<file path="src/rtl/mem_bus_arbiter.sv">
// mem_bus_arbiter: round-robin arbiter sharing one single-ported memory bus
// between the instruction-fetch port and the data port. Drives the core stall.
// Optional grant watchdog enabled by defining MEM_BUS_ARBITER_TIMEOUT_EN.
module mem_bus_arbiter #(
  parameter int unsigned ADDR_W         = 32,
  parameter int unsigned DATA_W         = 32,
  parameter int unsigned TIMEOUT_CYCLES = 16
) (
  input  logic                clk,
  input  logic                rst,
  input  logic                i_req,
  input  logic [ADDR_W-1:0]   i_addr,
  output logic [DATA_W-1:0]   i_rdata,
  output logic                i_ack,
  input  logic                d_req,
  input  logic                d_we,
  input  logic [ADDR_W-1:0]   d_addr,
  input  logic [DATA_W-1:0]   d_wdata,
  input  logic [DATA_W/8-1:0] d_be,
  output logic [DATA_W-1:0]   d_rdata,
  output logic                d_ack,
  output logic                mem_req,
  output logic                mem_we,
  output logic [ADDR_W-1:0]   mem_addr,
  output logic [DATA_W-1:0]   mem_wdata,
  output logic [DATA_W/8-1:0] mem_be,
  input  logic [DATA_W-1:0]   mem_rdata,
  input  logic                mem_ack,
  output logic                stall,
  output logic                bus_error
);

  localparam int unsigned BE_W = DATA_W / 8;
  localparam logic PORT_I = 1'b0;
  localparam logic PORT_D = 1'b1;

  typedef enum logic [1:0] {IDLE, GRANT_I, GRANT_D} state_t;

  state_t state, state_d;
  logic   last, last_d;
  logic   timeout_c;
  logic   done_c;

  // Reject watchdog limits the 8-bit counter cannot represent.
  if (TIMEOUT_CYCLES < 1 || TIMEOUT_CYCLES > 255) begin : g_bad_timeout
    $error("mem_bus_arbiter: TIMEOUT_CYCLES must be within 1..255");
  end

  // A grant completes on memory ack or on watchdog expiry.
  assign done_c = mem_ack | timeout_c;

`ifdef MEM_BUS_ARBITER_TIMEOUT_EN
  localparam logic [7:0] TO_LAST = 8'(TIMEOUT_CYCLES - 1);
  logic [7:0] to_cnt;

  // Count granted cycles without ack; cleared whenever a new grant begins.
  always_ff @(posedge clk) begin
    if (rst) begin
      to_cnt <= '0;
    end else if (state == IDLE || done_c) begin
      to_cnt <= '0;
    end else begin
      to_cnt <= to_cnt + 8'd1;
    end
  end

  // Expiry when this cycle would be the TIMEOUT_CYCLES-th unacked grant cycle.
  assign timeout_c = (state != IDLE) && (to_cnt == TO_LAST) && !mem_ack;
`else
  // Without the watchdog a grant waits for mem_ack indefinitely.
  assign timeout_c = 1'b0;
`endif

  // State and round-robin history register.
  always_ff @(posedge clk) begin
    if (rst) begin
      state <= IDLE;
      last  <= PORT_D;
    end else begin
      state <= state_d;
      last  <= last_d;
    end
  end

  // Arbitration, bus mux and completion decode.
  always_comb begin
    state_d   = state;
    last_d    = last;
    mem_req   = 1'b0;
    mem_we    = 1'b0;
    mem_addr  = '0;
    mem_wdata = '0;
    mem_be    = '0;
    i_ack     = 1'b0;
    d_ack     = 1'b0;
    i_rdata   = '0;
    d_rdata   = '0;
    bus_error = 1'b0;
    unique case (state)
      IDLE: begin
        if (i_req && (!d_req || last == PORT_D)) begin
          state_d = GRANT_I;
        end else if (d_req) begin
          state_d = GRANT_D;
        end
      end
      GRANT_I: begin
        mem_req  = 1'b1;
        mem_addr = i_addr;
        mem_be   = {BE_W{1'b1}};
        if (done_c) begin
          i_ack     = 1'b1;
          i_rdata   = mem_ack ? mem_rdata : '0;
          bus_error = timeout_c;
          last_d    = PORT_I;
          state_d   = d_req ? GRANT_D : IDLE;
        end
      end
      GRANT_D: begin
        mem_req   = 1'b1;
        mem_we    = d_we;
        mem_addr  = d_addr;
        mem_wdata = d_wdata;
        mem_be    = d_be;
        if (done_c) begin
          d_ack     = 1'b1;
          d_rdata   = mem_ack ? mem_rdata : '0;
          bus_error = timeout_c;
          last_d    = PORT_D;
          state_d   = i_req ? GRANT_I : IDLE;
        end
      end
      default: state_d = IDLE;
    endcase
  end

  // Freeze the sequencer while any request is still outstanding.
  assign stall = (i_req & ~i_ack) | (d_req & ~d_ack);

  // Requesters must hold their request until acknowledged.
  a_i_req_held: assert property (@(posedge clk) disable iff (rst)
    (state == GRANT_I && !i_ack) |=> i_req)
    else $error("mem_bus_arbiter: i_req dropped before i_ack");

  // Same rule for the data port.
  a_d_req_held: assert property (@(posedge clk) disable iff (rst)
    (state == GRANT_D && !d_ack) |=> d_req)
    else $error("mem_bus_arbiter: d_req dropped before d_ack");

endmodule

</file>
<file path="config.mk">
export PLATFORM = sky130hd
export DESIGN_NAME = mem_bus_arbiter
export DESIGN_NICKNAME = d
export VERILOG_FILES = /design/src/rtl/mem_bus_arbiter.sv
export SDC_FILE = /design/constraint.sdc
export NUM_CORES = 1
export LEC_CHECK = 0
export BUFFER_PORTS_ARGS = -buffer_cell sky130_fd_sc_hd__buf_4
export CORE_AREA = 10 10 99 101
export CTS_BUF_LIST = sky130_fd_sc_hd__clkbuf_4 sky130_fd_sc_hd__clkbuf_8
export DETAILED_ROUTE_END_ITERATION = 6
export DIE_AREA = 0 0 109 111
export HOLD_SLACK_MARGIN = 0.12
export PLACE_DENSITY_LB_ADDON = 0.2
export SYNTH_ARGS = -nofsm -noshare
export SYNTH_HDL_FRONTEND = slang
export SYNTH_SLANG_ARGS = --single-unit
</file>
<file path="constraint.sdc">
create_clock -name clk -period 1.5 [get_ports clk]
set_clock_uncertainty 0.1 [all_clocks]
set_input_delay 0.15 -clock clk [delete_from_list [all_inputs] [get_ports clk]]
set_output_delay 0.15 -clock clk [all_outputs]
set_load 0.03 [all_outputs]
</file>
==> impl_metrics.csv <==
group,metric,value,unit
logic_synthesis,yosys.area_share.simple,59.1,%
logic_synthesis,synth_area,1530,sq um
floorplan,die_y,111,um
worst_setup_path,rr_endpoint,"state[1]",
worst_setup_path,reg2reg_slack,-110,ps
timing,setup_violations,139,
routing,drc,0,
routing,drtIter0Drc,135,
logic_synthesis,synth.avg_cell_area,6.57,sq um
timing,period_needed,1750,ps
placed_design,dp_hpwl,9760,um
worst_setup_path,worstSetupStartpointType,"register",
power_and_ir_drop,p_leak,0.00265,uW
final_layout,antenna_cells,0,
final_layout,multi_input_area,2130,sq um
logic_synthesis,synth_top_family_by_area,"simple AND/OR/NAND/NOR gates",
placed_design,dp_cells,603,
final_layout,stdcell_count,625,
floorplan,fp-row-count,33,
grt,antenna_found_initial,0,
clock_tree,clock_latency,220,ps
final_layout,fill_cells,571,
clock_tree,numCtsBuffers,3,
logic_synthesis,yosysSeqAreaShare,3.94,%
routing,via_count,2924,
timing,final-hold-violation-count,0,
logic_synthesis,ys_warn_count,0,
final_layout,seqCellArea,67.6,sq um
logic_synthesis,syn_nets,376,
worst_setup_path,ff2ff_path_depth,5,
logic_synthesis,synth_adder_area_share,4.92,%
timing,worst_hold_slack,155,ps
timing,fmaxAchievable,573,MHz
power_and_ir_drop,vdd_drop_max,0.360,mV
clock_tree,htree_levels,1,
clock_tree,cts_buffer_depth,2,
grt,global_route.overflow_total,0,
floorplan,die_area,12100,sq um
logic_synthesis,ys_ff_latch,3,
worst_setup_path,r2r-start,"state[1]",
placed_design,port_buffers,274,
worst_hold_path,hold_class,"in -> reg",
logic_synthesis,synthMuxAreaShare,0.656,%
logic_synthesis,synth_cell_types,22,
floorplan,start_util,19.1,%
timing,period_share,116,%
worst_setup_path,critPathMaxFanout,13,
outcome,status,"finished, violations left",
clock_tree,clk_pin_slew,30,ps
clock_tree,cts_sinks,3,
final_layout,fin_nets,665,
routing,wirelength,13800,um
routing,routedWlPerCell,22.1,um
routing,postRouteAntennaNets,0,
timing,finalMaxSlewViolations,0,
routing,via_per_inst,4.68,
placed_design,gp_congestion,0.931,
worst_setup_path,end_kind,"primary output",
grt,grtUsageTotal,18.9,%
logic_synthesis,synth-xor-area-share,0,%
floorplan,die_w,109,um
worst_setup_path,path_class,"reg -> out",
floorplan,io_pins,276,
logic_synthesis,synth_compound_area_share,22.1,%
clock_tree,cts_tree,"yes",
clock_tree,root_buffer,"clkbuf_8",
floorplan,coreArea,7970,sq um
logic_synthesis,synth_cells,232,
timing,rsz0062_at_grt,"true",
worst_setup_path,endpoint,"mem_addr[11]",
grt,grt_pass1_wl,18300,um
grt,grt_max_degree,33,
power_and_ir_drop,power_density,923,nW/um^2
grt,grt_pass1_vias,3009,
job,cap_violations,0,
worst_setup_path,critPathRequiredTime,1250,ps
routing,dr.pass1.iters,4,
outcome,violations,"negative setup slack",
worst_setup_path,startpoint,"state[0]",
final_layout,syn_to_final_growth,268,%
final_layout,drive_gt1_share,94.2,%
worst_setup_path,crit_arrival,1500,ps
timing,fin_ws,-246,ps
-- worst min path at each step --
stage	depth (start not counted)	from	to	slack [ps]
after CTS	3	i_req	state[0]	140
after global routing	3	i_req	state[0]	170
after floorplan	1	rst	state[1]	140
after global placement	2	rst	last	280
final	3	i_req	state[0]	150
after detailed placement	2	rst	state[1]	280
-- state kept, by name, summed over array words and instances, names as in the netlist --
name / count
state: 2
last: 1
-- per-stage QoR --
| stage | area, sq um | setup slack, ps | utilization [%] | setup TNS, ps | total power [uW] |
|---|---|---|---|---|---|
| CTS | 5120 | -212 | 64.2 | -19320 | 4600 |
| finish | 5610 | -246 | 70.4 | -21380 | 5180 |
| global placement | 4170 | -54.7 | 52.3 | -1110 | 3520 |
| global route | 5610 | -285 | 70.4 | -27510 | 5410 |
| floorplan | 1890 | -52.1 | - | -997 | 2230 |
| detailed placement | 4170 | -66.8 | 52.3 | -3020 | 3560 |
-- power by group --
part,switching (uW),internal [uW]
clock,54.0,199
sequential,34.7,104
combinational,2220,2570
total,2310,2870
-- cell usage in the layout, fill, tap and decap left out, types with 4 or more instances in the layout --
master,count
and3_4,25
and2_4,35
and3_2,27
buf_4,144
a22oi_2,32
buf_12,7
clkbuf_16,7
buf_6,147
ha_4,5
buf_8,4
nor2b_4,35
and3_1,12
-- worst max-delay path: stages (launching register included) --
cell and delay [ps]:
dfxtp_4 380, inv_6 50, ha_4 210, buf_12 170, a22oi_2 240, nor2b_4 70
buf_6 140
-- cell usage after synthesis --
cell type	n	area (sq um)
and3_1	64	400
buf_4	1	7.51
inv_1	4	15.0
conb_1	1	3.75
nand2b_1	3	18.8
clkbuf_1	20	75.1
nor3b_1	1	7.51
o21ai_0	3	15.0
a221oi_1	1	8.76
a21oi_1	5	25.0
o41ai_2	2	32.5
and2_1	35	219
a22oi_1	32	240
ha_1	6	75.1
o21ba_1	1	10.0
buf_2	8	40.0
dfxtp_1	3	60.1
mux2i_1	1	10.0
nor2b_1	38	238
or2_4	1	8.76
o22ai_1	1	6.26
and3b_1	1	8.76
-- area by class of cell --
type,instances,area share (%)
Inverter,4,0.446
Tap cell,105,2.34
Sequential cell,3,1.20
Timing Repair Buffer,313,57.1
Clock buffer,4,0.870
Multi-Input combinational cell,196,38.0
-- timing repair --
item / CTS / global route
buffers inserted: 1 / 5
resized for setup: 206 / 68
endpoints found under the hold margin: 2 / 0
setup endpoints to repair: 140 / 140
pin swaps: 27 / 12
hold buffers: 1 / 0
cloned: 3 / 8
-- cell families (layout without fill, tap and decap cells) --
| logic type | count (synthesis) | in the layout |
|---|---|---|
| AO/OA/AOI/OAI | 45 | 45 |
| adder cells (fa/ha/maj) | 6 | 6 |
| buffers and inverters | 33 | 321 |
| flip-flops | 3 | 3 |
| multiplexers | 1 | 1 |
| other | 1 | 1 |
| AND/OR/NAND/NOR | 143 | 143 |
-- layer usage --
layer,routed length (um),GRT usage (%),vias to the layer above
li1,-,-,1398
met1,4810,19.0,1372
met2,7610,37.1,130
met3,1080,4.48,24
met4,329,4.13,0
met5,0,0,-
No activity file was read; power rests on OpenSTA's default activity.
